File: config.mk
export PLATFORM = sky130hd
export DESIGN_NAME = winograd_dot_stream
export DESIGN_NICKNAME = d
export VERILOG_FILES = /design/src/rtl/winograd_dot_stream.sv
export SDC_FILE = /design/constraint.sdc
export NUM_CORES = 2
export LEC_CHECK = 0
export CAP_MARGIN = 40
export CORE_MARGIN = 4
export CORE_UTILIZATION = 59
export CTS_CLUSTER_SIZE = 10
export DETAILED_ROUTE_END_ITERATION = 12
export PLACE_DENSITY = 0.78
export REMOVE_ABC_BUFFERS = 1
export SYNTH_ARGS = -nofsm -noshare
export SYNTH_HDL_FRONTEND = slang
export SYNTH_SLANG_ARGS = --single-unit
File: constraint.sdc
create_clock -name clk_i -period 12.62 [get_ports clk_i]
set_clock_uncertainty 0.2 [all_clocks]
set_input_delay 2.524 -clock clk_i [delete_from_list [all_inputs] [get_ports clk_i]]
set_output_delay 2.524 -clock clk_i [all_outputs]
set_load 0.01 [all_outputs]
File: src/rtl/winograd_dot_stream.sv
// Streaming Winograd inner-product engine: pre-add, multiply and accumulate over a packet,
// with optional removal of the a*a / b*b cross terms to return the exact dot product.
module winograd_dot_stream #(
    parameter int IN_SIZE_0 = 8,
    parameter int IN_SIZE_1 = 8,
    parameter int N_PAIRS   = 4,
    parameter int MAX_BEATS = 16,
    localparam int W     = (IN_SIZE_0 > IN_SIZE_1) ? IN_SIZE_0 : IN_SIZE_1,
    localparam int PW    = 2 * (W + 1),
    localparam int CW    = $clog2(MAX_BEATS + 1),
    localparam int ACC_W = PW + $clog2(N_PAIRS * MAX_BEATS) + 2
) (
    input  logic                             clk_i,
    input  logic                             rst_ni,
    input  logic                             in_valid_i,
    output logic                             in_ready_o,
    input  logic                             in_last_i,
    input  logic                             mode_i,
    input  logic [2*N_PAIRS*IN_SIZE_0-1:0]   in_0_i,
    input  logic [2*N_PAIRS*IN_SIZE_1-1:0]   in_1_i,
    output logic                             out_valid_o,
    input  logic                             out_ready_i,
    output logic [ACC_W-1:0]                 out_o,
    output logic [CW-1:0]                    out_beats_o,
    output logic                             out_trunc_o
);

    typedef enum logic [1:0] {ACC, DRAIN, OUT} state_t;

    function automatic logic signed [W:0] sext_a(input logic [IN_SIZE_0-1:0] x);
        return $signed({{(W + 1 - IN_SIZE_0){x[IN_SIZE_0-1]}}, x});
    endfunction

    function automatic logic signed [W:0] sext_b(input logic [IN_SIZE_1-1:0] x);
        return $signed({{(W + 1 - IN_SIZE_1){x[IN_SIZE_1-1]}}, x});
    endfunction

    function automatic logic signed [PW-1:0] smul(input logic signed [W:0] x,
                                                  input logic signed [W:0] y);
        return PW'(x) * PW'(y);
    endfunction

    state_t                   state_q, state_d;
    logic [1:0]               dcnt_q;
    logic [CW-1:0]            cnt_q;
    logic                     trunc_q;
    logic                     mode_q;
    logic                     vld_p1, vld_p2;
    logic signed [ACC_W-1:0]  acc_q;
    logic signed [ACC_W-1:0]  sum_p2;

    logic signed [W:0]        pa_p1 [N_PAIRS];
    logic signed [W:0]        pb_p1 [N_PAIRS];
    logic signed [W:0]        ea_p1 [2*N_PAIRS];
    logic signed [W:0]        eb_p1 [2*N_PAIRS];
    logic signed [PW-1:0]     prod_p2 [N_PAIRS];
    logic signed [PW-1:0]     ca_p2 [N_PAIRS];
    logic signed [PW-1:0]     cb_p2 [N_PAIRS];

    logic beat_acc, out_hs, at_max;

    assign in_ready_o  = (state_q == ACC);
    assign beat_acc    = in_valid_i && in_ready_o;
    assign out_valid_o = (state_q == OUT);
    assign out_hs      = out_valid_o && out_ready_i;
    assign at_max      = (cnt_q == CW'(MAX_BEATS - 1));

    assign out_o       = out_valid_o ? acc_q : '0;
    assign out_beats_o = out_valid_o ? cnt_q : '0;
    assign out_trunc_o = out_valid_o ? trunc_q : 1'b0;

    // S1: sign-extended pre-adds and raw elements for the correction terms
    always_ff @(posedge clk_i) begin
        if (beat_acc) begin
            for (int j = 0; j < N_PAIRS; j++) begin
                pa_p1[j] <= sext_a(in_0_i[(2*j+1)*IN_SIZE_0 +: IN_SIZE_0])
                          + sext_b(in_1_i[(2*j)*IN_SIZE_1 +: IN_SIZE_1]);
                pb_p1[j] <= sext_a(in_0_i[(2*j)*IN_SIZE_0 +: IN_SIZE_0])
                          + sext_b(in_1_i[(2*j+1)*IN_SIZE_1 +: IN_SIZE_1]);
            end
            for (int k = 0; k < 2*N_PAIRS; k++) begin
                ea_p1[k] <= sext_a(in_0_i[k*IN_SIZE_0 +: IN_SIZE_0]);
                eb_p1[k] <= sext_b(in_1_i[k*IN_SIZE_1 +: IN_SIZE_1]);
            end
        end
    end

    // S2: Winograd products and cross-term products
    always_ff @(posedge clk_i) begin
        if (vld_p1) begin
            for (int j = 0; j < N_PAIRS; j++) begin
                prod_p2[j] <= smul(pa_p1[j], pb_p1[j]);
                ca_p2[j]   <= smul(ea_p1[2*j], ea_p1[2*j+1]);
                cb_p2[j]   <= smul(eb_p1[2*j], eb_p1[2*j+1]);
            end
        end
    end

    // S3: adder tree feeding the accumulator
    always_comb begin
        sum_p2 = '0;
        for (int j = 0; j < N_PAIRS; j++) begin
            sum_p2 = sum_p2 + ACC_W'(prod_p2[j]);
            if (mode_q) begin
                sum_p2 = sum_p2 - ACC_W'(ca_p2[j]) - ACC_W'(cb_p2[j]);
            end
        end
    end

    always_comb begin
        state_d = state_q;
        case (state_q)
            ACC:     if (beat_acc && (in_last_i || at_max)) state_d = DRAIN;
            DRAIN:   if (dcnt_q == 2'd3) state_d = OUT;
            OUT:     if (out_ready_i) state_d = ACC;
            default: state_d = ACC;
        endcase
    end

    always_ff @(posedge clk_i or negedge rst_ni) begin
        if (!rst_ni) begin
            state_q <= ACC;
            dcnt_q  <= '0;
            cnt_q   <= '0;
            trunc_q <= 1'b0;
            mode_q  <= 1'b0;
            vld_p1  <= 1'b0;
            vld_p2  <= 1'b0;
            acc_q   <= '0;
        end else begin
            state_q <= state_d;
            dcnt_q  <= (state_q == DRAIN) ? dcnt_q + 2'd1 : 2'd0;
            vld_p1  <= beat_acc;
            vld_p2  <= vld_p1;
            if (beat_acc && cnt_q == '0) mode_q <= mode_i;
            if (out_hs) begin
                cnt_q   <= '0;
                trunc_q <= 1'b0;
                acc_q   <= '0;
            end else begin
                if (beat_acc && cnt_q != CW'(MAX_BEATS)) cnt_q <= cnt_q + CW'(1);
                if (beat_acc && at_max && !in_last_i) trunc_q <= 1'b1;
                if (vld_p2) acc_q <= acc_q + sum_p2;
            end
        end
    end

endmodule

==> results <==
- The hold buffer count at CTS is 0.
- The synthesized flop and latch total is 455.
- about 170 I/O pins were placed.
- The category of the most critical setup path is flop to flop.
- The post-route worst setup slack is -1440 ps.
- The floorplan step defined a die boundary enclosing between 0.1 and 0.15 mm2.
- The number of enable-type register cells in the synthesized netlist is between 400 and 500.
- The number of iterations in the first detailed-routing pass is 6.
- The per-cell via count in the routed design is approximately 5.4.
- TritonCTS built the clock tree.
- The total CTS buffers is 56.
- Setup repair after global routing could not meet its margin everywhere.
- Routability-driven placement finished with a final weighted congestion of between 0.9 and 1.
- The share of synthesized area in the top cell type comes to 0.293.
- For the worst setup path, the data required time is approximately 13000 ps.
- On the critical path, the stage with the largest delay is an instance of sky130_fd_sc_hd__fa_1.
- The part of the Yosys area used for sequential elements is 0.214.
- The total overflow left after global routing is 0.
- At the pin with the least slew margin, the transition time is just over 900 ps.
- The delay of the slowest critical-path stage is roughly 560 ps.
- The core region is around 0.11 mm2.
- The number of antenna cells inserted is 0.
- The width of the die is roughly 330 um.
- The via count is ~45000.
- The final cell area excluding filler cells is 0.0730 mm2.
- Once detail routing completed, the nets flagged for antenna violations numbered 0.
- The cell accounting for the most synthesized area is sky130_fd_sc_hd__fa_1.
- The area growth from synthesis to layout is 16.0%.
- Broken down by cell family, the worst path's largest delay share belongs to compound AO/OA/AOI/OAI gates.
- Sorting the synthesized cells by area gives the leading types as sky130_fd_sc_hd__fa_1 29%, sky130_fd_sc_hd__edfxtp_1 20%, sky130_fd_sc_hd__ha_1 14%.
- After detailed routing, the average wire length per cell comes to approximately 17 um.
- Detailed placement finished with a half-perimeter wire length of around 120000 um.
- For the finished layout, the period the worst path requires is 14060 ps.
- The number of buffer and inverter stages on the critical path is 9.
- The share of the core filled with cells in the final layout is 0.692.
- The row count is around 120.
- The worst setup path is launched from a flop.
- The most used flip-flop cell after synthesis is sky130_fd_sc_hd__edfxtp_1.
- The final net count is around 8700.
- The maximum buffer depth of the clock tree is 3.
- The wire length of the first global-routing pass is roughly 240000 um.
- After detailed routing, the total wire length is 143000 um.
- A synthesized cell averages ~10 um2.
- The maximum level of the CTS H-tree is 2.
- Before CTS, the worst setup slack after placement is -1900 ps.
- The final period utilization is 1.11.
- The final reports fail on setup timing.
- The final number of setup-violating endpoints is 8.
- The layout cell share with drive strength beyond 1 is 0.123.
- The count of routing violations after the opening detailed-route iteration is between 2000 and 3000.
- Entering global routing, the biggest net connects 75 pins.
- The number of pins exceeding their max-slew limit in the final report was 0.
- Clock-pin slew was measured on the worst setup and hold paths at around 60 ps.
- The overall global routing resource usage is 0.263.
- The class of the tightest hold or removal check is flop to flop.
- Measured against its own limit, the worst slew margin works out to 0.390.
- The number of buffers added on ports is approximately 170.
- The register-to-register path setup slack is -1440 ps.
- The instance area after placement is about 0.070 mm2.
- The clock sink total is 455.
- The tree is rooted in a sky130_fd_sc_hd__clkbuf_16.
- The type of element capturing the critical path is a flop.
- The DRC violation count after routing is 0.
- The total count of hold-check failures in the final report is 0.
- Yosys printed 0 warnings.
- The synthesized netlist contains between 70 and 80 unique library cells.
- The highest clock rate is around 0.07 GHz.
- The die extent in y is between 300 and 400 um.
- The maximum fanout along the worst path is 4.
- The number of antenna violations at the first check in global routing came to 0.
- Counting every instance in the synthesized netlist gives approximately 6300.
- The initial core utilization is 0.597.
- STA puts the critical path data arrival time at around 14000 ps.
- The clock reaches the later pin of the worst-skew pair after around 650 ps.
- The mapped cell area is between 0.06 and 0.07 mm2.
- The run finished, with violations left.
- The tool flagged a number of max-cap violations equal to 0.
- The number of global-route vias before repair is between 40000 and 50000.
- The share of async-settable or async-resettable flops after synthesis is 0.0857.
## synthesized netlist by cell type (100+ instances only)
library cell               instances
sky130_fd_sc_hd__xor2_1          100
sky130_fd_sc_hd__edfxtp_1        416
sky130_fd_sc_hd__o21bai_1        124
sky130_fd_sc_hd__o21ai_0         151
sky130_fd_sc_hd__a21oi_1         312
sky130_fd_sc_hd__nand2b_1        107
sky130_fd_sc_hd__fa_1            921
sky130_fd_sc_hd__inv_1          1303
sky130_fd_sc_hd__xnor2_1         309
sky130_fd_sc_hd__ha_1            718
sky130_fd_sc_hd__nor2_1          132
sky130_fd_sc_hd__nand2_1         543
sky130_fd_sc_hd__clkbuf_1        112
sky130_fd_sc_hd__and2_1          411
## path summary, 6_finish.rpt
| check | start | to | cells after the start |
|---|---|---|---|
| worst max-delay path | ca_p2[0][2] | acc_q[25] | 71 |
| worst min-delay path | dcnt_q[0] | dcnt_q[0] | 1 |
| worst max register to register | ca_p2[0][2] | acc_q[25] | 71 |
| worst min register to register | dcnt_q[0] | dcnt_q[0] | 1 |
| max in group asynchronous | rst_ni | mode_q | 2 |
| min in group asynchronous | rst_ni | acc_q[6] | 1 |
## state kept, by name (all words and copies together), names as in the netlist, 2 cells and up
name     flops
acc_q       26
ca_p2       72
cb_p2       72
cnt_q        5
dcnt_q       2
ea_p1       64
eb_p1       64
pa_p1       36
pb_p1       36
prod_p2     72
state_q      2
## logic make-up after synthesis
family | Yosys count | share of synthesized area
adder cells (fa/ha/maj) | 1639 | 0.435
buffers and inverters | 1424 | 0.0849
AND/OR/NAND/NOR | 1409 | 0.113
AO/OA/AOI/OAI | 881 | 0.0878
flip-flops | 455 | 0.214
XOR/XNOR | 410 | 0.0572
multiplexers | 50 | 0.00840
## worst reg2reg max path: cells and delay by family, from the launching register on
kind / cells / cell delay (ps)
flip-flops: 1 / 400
buffers and inverters: 9 / 1150
AND/OR/NAND/NOR: 17 / 2960
adder cells (fa/ha/maj): 12 / 4010
AO/OA/AOI/OAI: 28 / 4150
multiplexers: 1 / 280
XOR/XNOR: 4 / 870
## metrics by stage
stage / TNS, ps / hold slack (ps) / cells
CTS: -1570 / 240 / 8339
finish: -4350 / 237 / 8360
global route: -11300 / 255 / 8360
global placement: -5010 / 227 / 8208
floorplan: -18110 / 214 / 6147
detailed placement: -9120 / 232 / 8214
## repair_timing
action | 4_1_cts | 5_1_grt
setup endpoints to repair | 11 | 12
setup buffers | 32 | 21
gates resized for setup | 179 | 73
pin swaps | 110 | 69
## per-layer routing
layer	wire length [um]	GRT usage
met1	60300	0.352
met2	70600	0.453
met3	7090	0.0298
met4	4790	0.0804
met5	0	0
## final cells by class
cell class                 count  area, um2
multi-input combinational   4389      45300
sequential                   455      13500
clock buffer                  84       1590
clock inverter                11        119
fill                        7618      32500
inverter                    1303       4900
tap                         1391       1740
timing repair buffer         727       5970
## placed cells by master, fill, tap and decap left out, drive strengths merged, types with 24 or more instances in the layout
master and n:
a211oi 29, a21o 80, a21oi 314, a31oi 24
and2 411, buf 561, clkbuf 84, clkdlybuf4s50 166
dfrtp 39, edfxtp 416, fa 921, ha 718
inv 1303, mux2i 27, nand2 543, nand2b 107
nand3 40, nor2 132, nor2b 49, nor3 35
o21a 36, o21ai 161, o21bai 124, xnor2 309
xor2 100
Power is left out: the tool's default activity adds up to more than one toggle a clock period on the data nets, which glitch-free logic cannot reach.
